==> config.mk <==
export PLATFORM = sky130hd
export DESIGN_NAME = i3c_dat_mem_arbiter
export DESIGN_NICKNAME = d
export VERILOG_FILES = /design/src/rtl/i3c_dat_mem_arbiter.sv
export SDC_FILE = /design/constraint.sdc
export NUM_CORES = 1
export LEC_CHECK = 0
export CORE_AREA = 2 2 239 241
export CTS_CLUSTER_SIZE = 24
export DETAILED_ROUTE_END_ITERATION = 10
export DIE_AREA = 0 0 241 243
export SYNTH_ARGS = -nofsm -noshare
export SYNTH_HDL_FRONTEND = slang
export SYNTH_SLANG_ARGS = --single-unit
==> constraint.sdc <==
create_clock -name clk_i -period 1.6 [get_ports clk_i]
set_input_delay 0.32 -clock clk_i [delete_from_list [all_inputs] [get_ports clk_i]]
set_output_delay 0.32 -clock clk_i [all_outputs]
set_load 0.02 [all_outputs]
==> src/rtl/i3c_dat_mem_arbiter.sv <==
// i3c_dat_mem_arbiter: shares the single-port DAT RAM between the HCI CSR
// path and the I3C controller FSM, and routes each 1-cycle read back to
// the port that issued it.
//
// Ports:
//   clk_i, rst_ni                : clock, async active-low reset
//   csr_* (req/write/addr/wdata/wmask -> gnt/rvalid/rdata/err) : CSR port
//   ctl_* (same shape)           : controller port, higher priority
//   mem_req/write/addr/wdata/wmask_o, mem_rdata_i : prim_ram_1p_adv sink
//
// Build option: define I3C_DAT_ARB_STARVE_GUARD_EN to add a wait counter
// that lets a starving CSR request win after MaxWait denied cycles.

package i3c_pkg;
    parameter int DatAw = 8;
endpackage

module i3c_dat_mem_arbiter
    import i3c_pkg::*;
#(
    parameter int AddrWidth = DatAw,
    parameter int Depth     = 128,
    parameter int DataWidth = 64,
    parameter int MaxWait   = 4
) (
    input  logic                 clk_i,
    input  logic                 rst_ni,

    input  logic                 csr_req_i,
    input  logic                 csr_write_i,
    input  logic [AddrWidth-1:0] csr_addr_i,
    input  logic [DataWidth-1:0] csr_wdata_i,
    input  logic [DataWidth-1:0] csr_wmask_i,
    output logic                 csr_gnt_o,
    output logic                 csr_rvalid_o,
    output logic [DataWidth-1:0] csr_rdata_o,
    output logic                 csr_err_o,

    input  logic                 ctl_req_i,
    input  logic                 ctl_write_i,
    input  logic [AddrWidth-1:0] ctl_addr_i,
    input  logic [DataWidth-1:0] ctl_wdata_i,
    input  logic [DataWidth-1:0] ctl_wmask_i,
    output logic                 ctl_gnt_o,
    output logic                 ctl_rvalid_o,
    output logic [DataWidth-1:0] ctl_rdata_o,
    output logic                 ctl_err_o,

    output logic                 mem_req_o,
    output logic                 mem_write_o,
    output logic [AddrWidth-1:0] mem_addr_o,
    output logic [DataWidth-1:0] mem_wdata_o,
    output logic [DataWidth-1:0] mem_wmask_o,
    input  logic [DataWidth-1:0] mem_rdata_i
);

    // One extra bit so Depth == 2**AddrWidth still compares correctly.
    localparam logic [AddrWidth:0] DepthW = (AddrWidth+1)'(Depth);

    if (MaxWait < 1) begin : g_bad_maxwait
        $error("MaxWait must be at least 1");
    end

    logic                 w_boost;
    logic                 w_csr_gnt;
    logic                 w_ctl_gnt;
    logic                 w_any_gnt;
    logic                 w_write;
    logic                 w_in_range;
    logic [AddrWidth-1:0] w_addr;
    logic [DataWidth-1:0] w_wdata;
    logic [DataWidth-1:0] w_wmask;

    logic                 r_tag_valid;
    logic                 r_tag_owner;  // 1 = controller
    logic                 r_tag_err;

    // Controller wins unless the starvation guard has fired.
    assign w_csr_gnt = csr_req_i & (~ctl_req_i | w_boost);
    assign w_ctl_gnt = ctl_req_i & ~w_csr_gnt;
    assign w_any_gnt = w_csr_gnt | w_ctl_gnt;

    assign csr_gnt_o = w_csr_gnt;
    assign ctl_gnt_o = w_ctl_gnt;

`ifdef I3C_DAT_ARB_STARVE_GUARD_EN
    localparam int WaitW = $clog2(MaxWait + 1);
    localparam logic [WaitW-1:0] WaitMax = WaitW'(MaxWait);

    logic [WaitW-1:0] r_wait;

    always_ff @(posedge clk_i or negedge rst_ni) begin
        if (!rst_ni) begin
            r_wait <= '0;
        end else if (!csr_req_i || w_csr_gnt) begin
            r_wait <= '0;
        end else if (r_wait != WaitMax) begin
            r_wait <= r_wait + WaitW'(1);
        end
    end

    assign w_boost = (r_wait == WaitMax);
`else
    assign w_boost = 1'b0;
`endif

    // Granted requester's attributes; all zero when nobody is granted.
    always_comb begin
        w_addr  = '0;
        w_write = 1'b0;
        w_wdata = '0;
        w_wmask = '0;
        unique case (1'b1)
            w_ctl_gnt: begin
                w_addr  = ctl_addr_i;
                w_write = ctl_write_i;
                w_wdata = ctl_wdata_i;
                w_wmask = ctl_wmask_i;
            end
            w_csr_gnt: begin
                w_addr  = csr_addr_i;
                w_write = csr_write_i;
                w_wdata = csr_wdata_i;
                w_wmask = csr_wmask_i;
            end
            default: ;
        endcase
    end

    assign w_in_range  = ({1'b0, w_addr} < DepthW);

    // Out-of-range accesses are granted but never reach the RAM.
    assign mem_req_o   = w_any_gnt & w_in_range;
    assign mem_write_o = mem_req_o & w_write;
    assign mem_addr_o  = w_addr;
    assign mem_wdata_o = w_wdata;
    assign mem_wmask_o = w_wmask;

    // Single in-flight read tag, overwritten every cycle.
    always_ff @(posedge clk_i or negedge rst_ni) begin
        if (!rst_ni) begin
            r_tag_valid <= 1'b0;
            r_tag_owner <= 1'b0;
            r_tag_err   <= 1'b0;
        end else begin
            r_tag_valid <= w_any_gnt & ~w_write;
            r_tag_owner <= w_ctl_gnt;
            r_tag_err   <= ~w_in_range;
        end
    end

    assign csr_rvalid_o = r_tag_valid & ~r_tag_owner;
    assign ctl_rvalid_o = r_tag_valid &  r_tag_owner;
    assign csr_err_o    = csr_rvalid_o & r_tag_err;
    assign ctl_err_o    = ctl_rvalid_o & r_tag_err;

    assign csr_rdata_o  = (csr_rvalid_o && !r_tag_err) ? mem_rdata_i : '0;
    assign ctl_rdata_o  = (ctl_rvalid_o && !r_tag_err) ? mem_rdata_i : '0;

endmodule

Word level (Yosys, flattened, before mapping)
Index checks and enable logic that the tools add are counted.
- $lt $le $gt $ge: 1
- muxes and demuxes: 6
- reductions and logical operators: 3
- bitwise logic cells: 15
- operator list (cell ; number):
    $pmux 64 s2 ; 2
    $mux 64 ; 2
    $pmux 8 s2 ; 1
    $and 1x1->1 ; 9
    $lt 8x8->1 const B ; 1
    $not 1->1 ; 5
    $logic_and 1x1->1 ; 2
    $pmux 1 s2 ; 1
    $logic_not 1->1 ; 1
    $or 1x1->1 ; 1
- register bits: 3
- word-level logic and storage cells: 28

Depth between registers and ports, before layout
Gate-level depths: netlist of run 1.
- word-level depth: 8
- depth in mapped cells: 5
- mapped depth without buffers: 2

Worst setup path after synthesis of run 1
OpenSTA, ideal clock, no wires.
- kind: input to output
- start: in ctl_req_i
- end: out mem_write_o
- arrival time: 1230 ps
- data required time: 1280 ps
- slack: 50 ps
- stages: 3
- buffers on the path: 2
- cells stage by stage: buf_2 -> buf_2 -> o31ai_1
- cells in the longest elaborated chain, start to end: 8
- elaborated cells between the ends (all ways): 10
- RTL lines (item ; RTL line ; RTL):
    from (decl) ; 39 ; input logic ctl_req_i,
    $not 1->1 ; 79 ; assign w_csr_gnt = csr_req_i & (~ctl_req_i | w_boost);
    $and 1x1->1 ; 79 ;
    $not 1->1 ; 80 ; assign w_ctl_gnt = ctl_req_i & ~w_csr_gnt;
    $and 1x1->1 ; 80 ;
    $pmux 8 s2 ; 113 ; unique case (1'b1)
    $lt 8x8->1 ; 130 ; assign w_in_range = ({1'b0, w_addr} < DepthW);
    $and 1x1->1 ; 133 ; assign mem_req_o = w_any_gnt & w_in_range;
    $and 1x1->1 (*) ; 134 ; assign mem_write_o = mem_req_o & w_write;
    to (decl) ; 50 ; output logic mem_write_o,
Mark *: on every way between the ends. The rest lies on a longest branch, timed or not.

Final worst setup path of run 1
- start: in csr_req_i
- end: out mem_wdata_o[59]
- cells in the longest elaborated chain, start to end: 4
- RTL lines (item ; RTL line ; RTL):
    from (decl) ; 29 ; input logic csr_req_i,
    $and 1x1->1 (*) ; 79 ;
    $not 1->1 ; 80 ;
    $and 1x1->1 ; 80 ;
    $pmux 64 s2 (*) ; 113 ;
    to (decl) ; 52 ; output logic [DataWidth-1:0] mem_wdata_o,
Marked as above.

==> results of run 1 <==
==> kinds of logic after synthesis <==
logic type,after synthesis,share of synthesized area
AO/OA/AOI/OAI,138,0.471
buffers and inverters,58,0.135
AND/OR/NAND/NOR,199,0.361
flip-flops,3,0.0293
multiplexers,1,0.00390
==> worst min-delay path by stage <==
stage / from / end / slack, ps / depth (start not counted)
after floorplan: rst_ni / r_tag_err / 20 / 0
after global placement: rst_ni / r_tag_owner / 520 / 1
after detailed placement: rst_ni / r_tag_err / 510 / 1
after CTS: rst_ni / r_tag_err / 280 / 1
after global routing: rst_ni / r_tag_owner / 290 / 1
final: rst_ni / r_tag_owner / 290 / 1
==> report_power, final <==
group | internal, mW | switching, mW
Clock | 0.329 | 0.0680
Sequential | 0.0822 | 0.0101
Combinational | 2.40 | 1.86
==> layout by cell type (no fill, tap or decap) <==
| cell type | count |
|---|---|
| a22o_1 | 79 |
| a22o_4 | 58 |
| buf_12 | 85 |
| buf_16 | 10 |
| buf_2 | 41 |
| buf_4 | 69 |
| buf_6 | 134 |
| buf_8 | 7 |
| clkbuf_1 | 1 |
| clkbuf_16 | 18 |
| clkdlybuf4s15_2 | 3 |
| clkdlybuf4s50_1 | 337 |
| dfrtp_1 | 1 |
| dfrtp_2 | 2 |
| diode_2 | 6 |
| dlygate4sd2_1 | 2 |
| dlymetal6s2s_1 | 1 |
| inv_1 | 4 |
| inv_4 | 1 |
| mux2i_1 | 1 |
| nand2_8 | 2 |
| nand2b_1 | 24 |
| nand2b_2 | 1 |
| nand2b_4 | 41 |
| nand3b_1 | 1 |
| nor2_1 | 43 |
| nor2_2 | 18 |
| nor2_4 | 69 |
| nor2b_4 | 1 |
| o31ai_2 | 1 |
==> layer usage <==
layer / vias up / global-route usage
met5: - / 0
met4: 10 / 0.0283
met3: 40 / 0.0426
met2: 416 / 0.207
met1: 2871 / 0.139
li1: 2761 / -
==> flip-flops by register name (all words and copies together) (netlist names) <==
signal       count
r_tag_owner      1
r_tag_err        1
r_tag_valid      1
==> timing repair <==
item,4_1_cts,5_1_grt
resized for setup,893,501
hold buffers,0,0
gates cloned,12,22
buffers inserted,18,14
endpoints found under the hold margin,0,0
pin swaps,13,52
endpoints found under the setup margin,272,260
==> area by class of cell <==
type / count / area, um2
fillers: 6001 / 43100
repair buffers: 704 / 8130
multi-input cells: 339 / 3570
well taps: 756 / 946
clock buffers: 4 / 78.8
flip-flops and latches: 3 / 77.6
inverters: 5 / 21.3
diodes: 6 / 15.0
==> stage by stage <==
step	setup TNS, ps	area (um2)	hold slack (ps)
after floorplan	0	2560	24.4
after global placement	-134630	10200	517
after detailed placement	-137350	10200	514
after CTS	-17980	10900	282
after global routing	-29520	12800	293
final	-21240	12800	288
==> metrics.sh, run 1 <==
GLOBALROUTETOTALUTIL=0.120
SYNTH-SEQ-CELLS=3
ANT_NETS=0
INITIAL_CORE_UTIL=0.0458
ROUTED.TOP_LAYER='met5'
NUMCLOCKSINKS=3
NUMBER_OF_INSTANCES_IN_THE_SYNTHESIZED_NETLIST=399
BUF_INV_STAGES_CRIT_PATH=6
DETAILROUTE.WIRELENGTH.MET3_MM=4.44
CP_NUM_CELLS=8
WORSTSETUPENDPOINT='mem_wdata_o[59]'
FINISH.UTILIZATION=0.229
WORST_SETUP_PATH_STARTPOINT='csr_req_i'
VIASPERCELL=3.36
FLOORPLAN.DIE.WIDTH_UM=241
CTSROOTBUFFERMASTER='clkbuf_16'
DETAILEDROUTE.FIRSTPASSITERATIONCOUNT=4
POWER_DENSITY_mW_PER_MM2=370
SETUP_VIOLATIONS=234
OVERALL_OVERFLOW_REMAINING_AFTER_GLOBAL_ROUTE=0
SYN_TO_LAYOUT_AREA_DELTA_PCT=400
SYNTH_SEQ_AREA_SHARE=0.0293
ARRIVAL_PS=1470
LAYOUT-DRIVE-GT1-SHARE=0.532
MAX_BUFFERS_ROOT_TO_SINK=2
TOTAL_POWER_mW=4.75
DRC_ERRORS=0
NUMBER_OF_WARNINGS_ISSUED_BY_YOSYS=0
CPPEAKSTAGEDELAY_PS=230
YS_ASYNC_SR_FRACTION=1.00
MAX_CAPACITANCE_VIOLATION_COUNT=0
SYN_NETS=741
TOP_CELL_BY_COUNT_WORST_PATH='buf_12'
GRT_START_MAX_NET_PINS=44
FIN_CELLS=1817
SYNTHMOSTINSTANTIATEDCELL='a22o_1'
DETAILEDROUTE.FIRSTITERATIONVIOLATIONS=216
POWER.IR.VDD_WORST_mV=0.257
SYNTH_AREA_MM2=0.00256
SYNTH_COMMONEST_CELLS='a22o_1 (137), nor2_1 (130), nand2b_1 (66), buf_2 (22), clkbuf_1 (14)'
CLKSLEWWORSTSETUPHOLDPATHS_PS=30
NUMCTSBUFFERS=3
SYNTHDOMINANTCELLAREASHARE=0.468
GRT_SETUP_UNREPAIRED='true'
DIE_Y_UM=243
RUN_STATUS='finished with violations'
PERIOD_MINUS_SLACK_PS=1790
PLACE_CONGESTION=0.872
DR_WL_MET2_MM=20.3
CLOCK.FMAX_GHz=0.558
TIMING.SLEW.HEADROOM=0.811
TIMING.CRITICAL_PATH.TO_TYPE='output pin'
WORST_PATH_SLOWEST_CELL='a22o_4'
WORST_PATH_DOMINANT_CELL_FAMILY='buffers and inverters'
FINAL-MAX-SLEW-VIOLATION-COUNT=0
PERIOD_SHARE=1.12
WORSTHOLDPATHTYPE='input port to asynchronous set/reset pin'
AVGROUTEDWIREPERCELL_UM=23.5
CP_DATA_REQUIRED_TIME_PS=1280
PIN_SLEW_WITH_THE_LEAST_HEADROOM_TO_ITS_LIMIT_PS=284
POWER.LEAKAGE_nW=5.31
MET1WIRELENGTH_MM=16.9
TIMING_WORST_SETUP_PATH_TYPE='input port to output pin'
FIRST_PASS_GRT_WIRE_LENGTH_MM=47.8
NETLIST_TOP_CELLS_AREA='a22o_1 (47%), nor2_1 (19%), nand2b_1 (16%)'
FLOORPLAN.DIE_AREA_MM2=0.0586
SYNTH-EDFF-COUNT=0
TIMING.CRITICAL_PATH.FROM_TYPE='input port'
BUFFER_PORTS.INSERTED=613
ANTENNA_VIOLATIONS_BEFORE_REPAIR=13
VIAS_IN_THE_FIRST_GLOBAL_ROUTE=5737
FINAL_HOLD_VIOLATION_COUNT=0
VIAS=6098
DESIGN.PORTCOUNT=614
HPWL_MM=33.0
HTREE_LEVELS=1
TIMING.FINAL.WS_SETUP_PS=-193
FAILED_CHECKS='setup timing'
YS_DOMINANT_REG_CELL='dfrtp_1'
LIBRARY_CELL_OCCUPYING_THE_MOST_AREA_IN_THE_POST_SYNTHESIS_NETLIST='a22o_1'
CTS_TREE='done'
DPL_WORST_SLACK_PS=-898
TIMING.CRITICAL_PATH.CELLS='buf_6 > nor2b_4 > buf_12 > buf_16 > buf_12 > buf_12 > a22o_4 > buf_12'
CRITICAL_PATH.MAX_FANOUT=6
FLOORPLAN.CORE_AREA_MM2=0.0560
SYNTH_CELL_TYPE_COUNT=15
SYNTHESIS.AREA_PER_INSTANCE_UM2=6.43
FINALNETCOUNT=1398
FLOORPLAN.ROWS=87
DP_CELLS=1745
FINALWIRELENGTH_MM=42.8
(Power assumes the default switching activity.)
==> run 2, diff against run 1 <==
--- a/config.mk
+++ b/config.mk
@@ -6,9 +6,10 @@
 export NUM_CORES = 1
 export LEC_CHECK = 0
 export CORE_AREA = 2 2 239 241
-export CTS_CLUSTER_SIZE = 24
+export CTS_CLUSTER_SIZE = 20
 export DETAILED_ROUTE_END_ITERATION = 10
 export DIE_AREA = 0 0 241 243
+export SETUP_SLACK_MARGIN = 0.5
 export SYNTH_ARGS = -nofsm -noshare
 export SYNTH_HDL_FRONTEND = slang
 export SYNTH_SLANG_ARGS = --single-unit
==> run 2 against run 1 <==
The flow still finishes with violations (setup timing). Sequential power decreased by 2%. Count of clock-buffer cells in the layout unchanged. Die area did not move. Power is 6.4% higher. Combinational power grew 7.3%. Critical path depth increased by 1. Utilization grew 2.2 points. Design area rose by 9.8%. Hold slack lost 4.8 ps. Worst setup slack got worse by 52 ps. Clock power about the same. Largest cell class unchanged. Largest power group unchanged. Highest routed layer unchanged.
==> metrics.sh, run 2 (synthesis gave the netlist of run 1 again) <==
RUN_STATUS='finished with violations'
FAILED_CHECKS='setup timing'
NFILLCELLS=5939  # -1.0%
PERIOD_SHARE=1.15  # +0.0326
NUMCLOCKSINKS=3  # unchanged
SETUP_TOTAL_NEGATIVE_SLACK_PS=-32650  # -11410 ps
GRT_SETUP_UNREPAIRED='true'
DESIGN.PORTCOUNT=614  # unchanged
CRITICAL_PATH.MAX_FANOUT=6  # unchanged
GRT_START_MAX_NET_PINS=27  # -39%
DETAILEDROUTE.FIRSTPASSITERATIONCOUNT=4  # unchanged
DRC_ERRORS=0  # unchanged
POWER.LEAKAGE_nW=5.92  # +12%
VIASPERCELL=3.30  # -1.5%
DR_WL_MET2_MM=19.4  # -4.6%
FINISH.UTILIZATION=0.252  # +0.0224
LAYOUT.CELLS.MOST_COMMON='clkdlybuf4s50_1'
CTS_TREE='done'
DETAILEDROUTE.FIRSTITERATIONVIOLATIONS=191  # -12%
FLOORPLAN.ROWS=87  # unchanged
LAYOUT-DRIVE-GT1-SHARE=0.657  # +0.125
HTREE_LEVELS=1  # unchanged
MAX_BUFFERS_ROOT_TO_SINK=2  # unchanged
TIMING.CRITICAL_PATH.TO_TYPE='output pin'
ROUTED.TOP_LAYER='met5'
SYN_TO_LAYOUT_AREA_DELTA_PCT=449
POWER_DENSITY_mW_PER_MM2=359  # -3.1%
MAX_CAPACITANCE_VIOLATION_COUNT=0  # unchanged
TIMING.FINAL.WS_SETUP_PS=-245  # -52.2 ps
FINAL-MAX-SLEW-VIOLATION-COUNT=0  # unchanged
FLOORPLAN.DIE.WIDTH_UM=241  # unchanged
SETUP_VIOLATIONS=267  # +14%
ARRIVAL_PS=1520  # +50 ps
CLKSLEWWORSTSETUPHOLDPATHS_PS=30  # about the same
DETAILROUTE.WIRELENGTH.MET3_MM=2.98  # -33%
HOLD_WS_PS=283  # -4.78 ps
BIGGESTREGSBYFLOPS='r_tag_err x1, r_tag_owner x1, r_tag_valid x1'
FINALWIRELENGTH_MM=37.3  # -13%
TIMING.CRITICAL_PATH.FROM_TYPE='input port'
BUFFER_PORTS.INSERTED=613  # unchanged
PLACE_CONGESTION=0.867  # -0.57%
ANTENNA_VIOLATIONS_BEFORE_REPAIR=4  # -9
VIAS=6225  # +2.1%
FIRST_PASS_GRT_WIRE_LENGTH_MM=46.7  # -2.3%
CLOCK.FMAX_GHz=0.542  # -2.8%
FINAL_HOLD_VIOLATION_COUNT=0  # unchanged
CTSROOTBUFFERMASTER='clkbuf_16'
FINALNETCOUNT=1470  # +5.2%
TIMING.SLEW.HEADROOM=0.807  # -0.00376
POWER.IR.VDD_WORST_mV=0.204  # -21%
HPWL_MM=31.1  # -5.8%
FLOORPLAN.CORE_AREA_MM2=0.0560  # unchanged
OVERALL_OVERFLOW_REMAINING_AFTER_GLOBAL_ROUTE=0  # unchanged
TIMING_WORST_SETUP_PATH_TYPE='input port to output pin'
CP_DATA_REQUIRED_TIME_PS=1280  # about the same
FINAL_CELL_MIX='clkdlybuf4s50_1 (335), buf_6 (172), buf_4 (119)'
MET1WIRELENGTH_MM=14.2  # -16%
VIAS_IN_THE_FIRST_GLOBAL_ROUTE=6045  # +5.4%
ANT_NETS=0  # unchanged
AVGROUTEDWIREPERCELL_UM=19.8  # -16%
DIE_Y_UM=243  # unchanged
INITIAL_CORE_UTIL=0.0458  # unchanged
PERIOD_MINUS_SLACK_PS=1840  # +52.2 ps
PIN_SLEW_WITH_THE_LEAST_HEADROOM_TO_ITS_LIMIT_PS=290  # +5.64 ps
FLOORPLAN.DIE_AREA_MM2=0.0586  # unchanged
NUMCTSBUFFERS=3  # unchanged
GLOBALROUTETOTALUTIL=0.113  # -0.00640
WORSTHOLDPATHTYPE='input port to asynchronous set/reset pin'
-- run 2: metrics by stage --
stage	instances	setup slack (ps)	power (mW)	area (um2)
floorplan	399	177	1.86	4890
global placement	1765	-804	4.06	12200
detailed placement	1765	-848	4.09	12200
CTS	1804	-249	4.74	13000
global route	1883	-266	5.26	14100
finish	1884	-245	5.05	14100
-- run 2: repair_timing --
action,in CTS,in global routing
endpoints found under the setup margin,274,274
setup buffers,25,70
gates cloned,10,9
gates resized for setup,793,402
pin swaps,25,38
hold endpoints to repair,0,0
hold buffers,0,0
-- run 2: worst max path at each step --
stage | from | to | cells after the start
4_1_cts | csr_req_i | mem_wdata_o[63] | 9
3_5_place_dp | csr_req_i | mem_wdata_o[40] | 6
5_1_grt | csr_req_i | mem_wdata_o[60] | 9
2_1_floorplan | ctl_req_i | mem_wmask_o[25] | 5
3_3_place_gp | csr_req_i | mem_wdata_o[33] | 6
6_report | csr_req_i | mem_wdata_o[63] | 9
-- run 2: cell type report --
type | count | area, um2 | share of cell area
Timing Repair Buffer | 777 | 8580 | 0.609
Multi-Input combinational cell | 338 | 4370 | 0.311
Tap cell | 756 | 946 | 0.0672
Clock buffer | 4 | 78.8 | 0.00560
Sequential cell | 3 | 76.3 | 0.00542
Inverter | 5 | 30.0 | 0.00213
Antenna cell | 1 | 2.50 | 0.000178
-- run 2: where the power goes --
part / total [mW] / leakage, nW / switching [mW] / internal, mW
clock: 0.394 / 0.0382 / 0.0658 / 0.329
combinational: 4.57 / 5.84 / 1.93 / 2.64
sequential: 0.0908 / 0.0353 / 0.00902 / 0.0818
-- run 2: critical path, stage by stage --
cell     delay [ps]
buf_6            90
nor2b_4         120
buf_12          130
buf_12          120
buf_16          140
buf_16          140
buf_6           110
a22o_4          220
buf_6           130
-- run 2: per-layer routing --
metal | track usage | vias up
met5 | 0 | -
met4 | 0.0218 | 6
met3 | 0.0295 | 27
met2 | 0.207 | 379
met1 | 0.131 | 2920
li1 | - | 2893
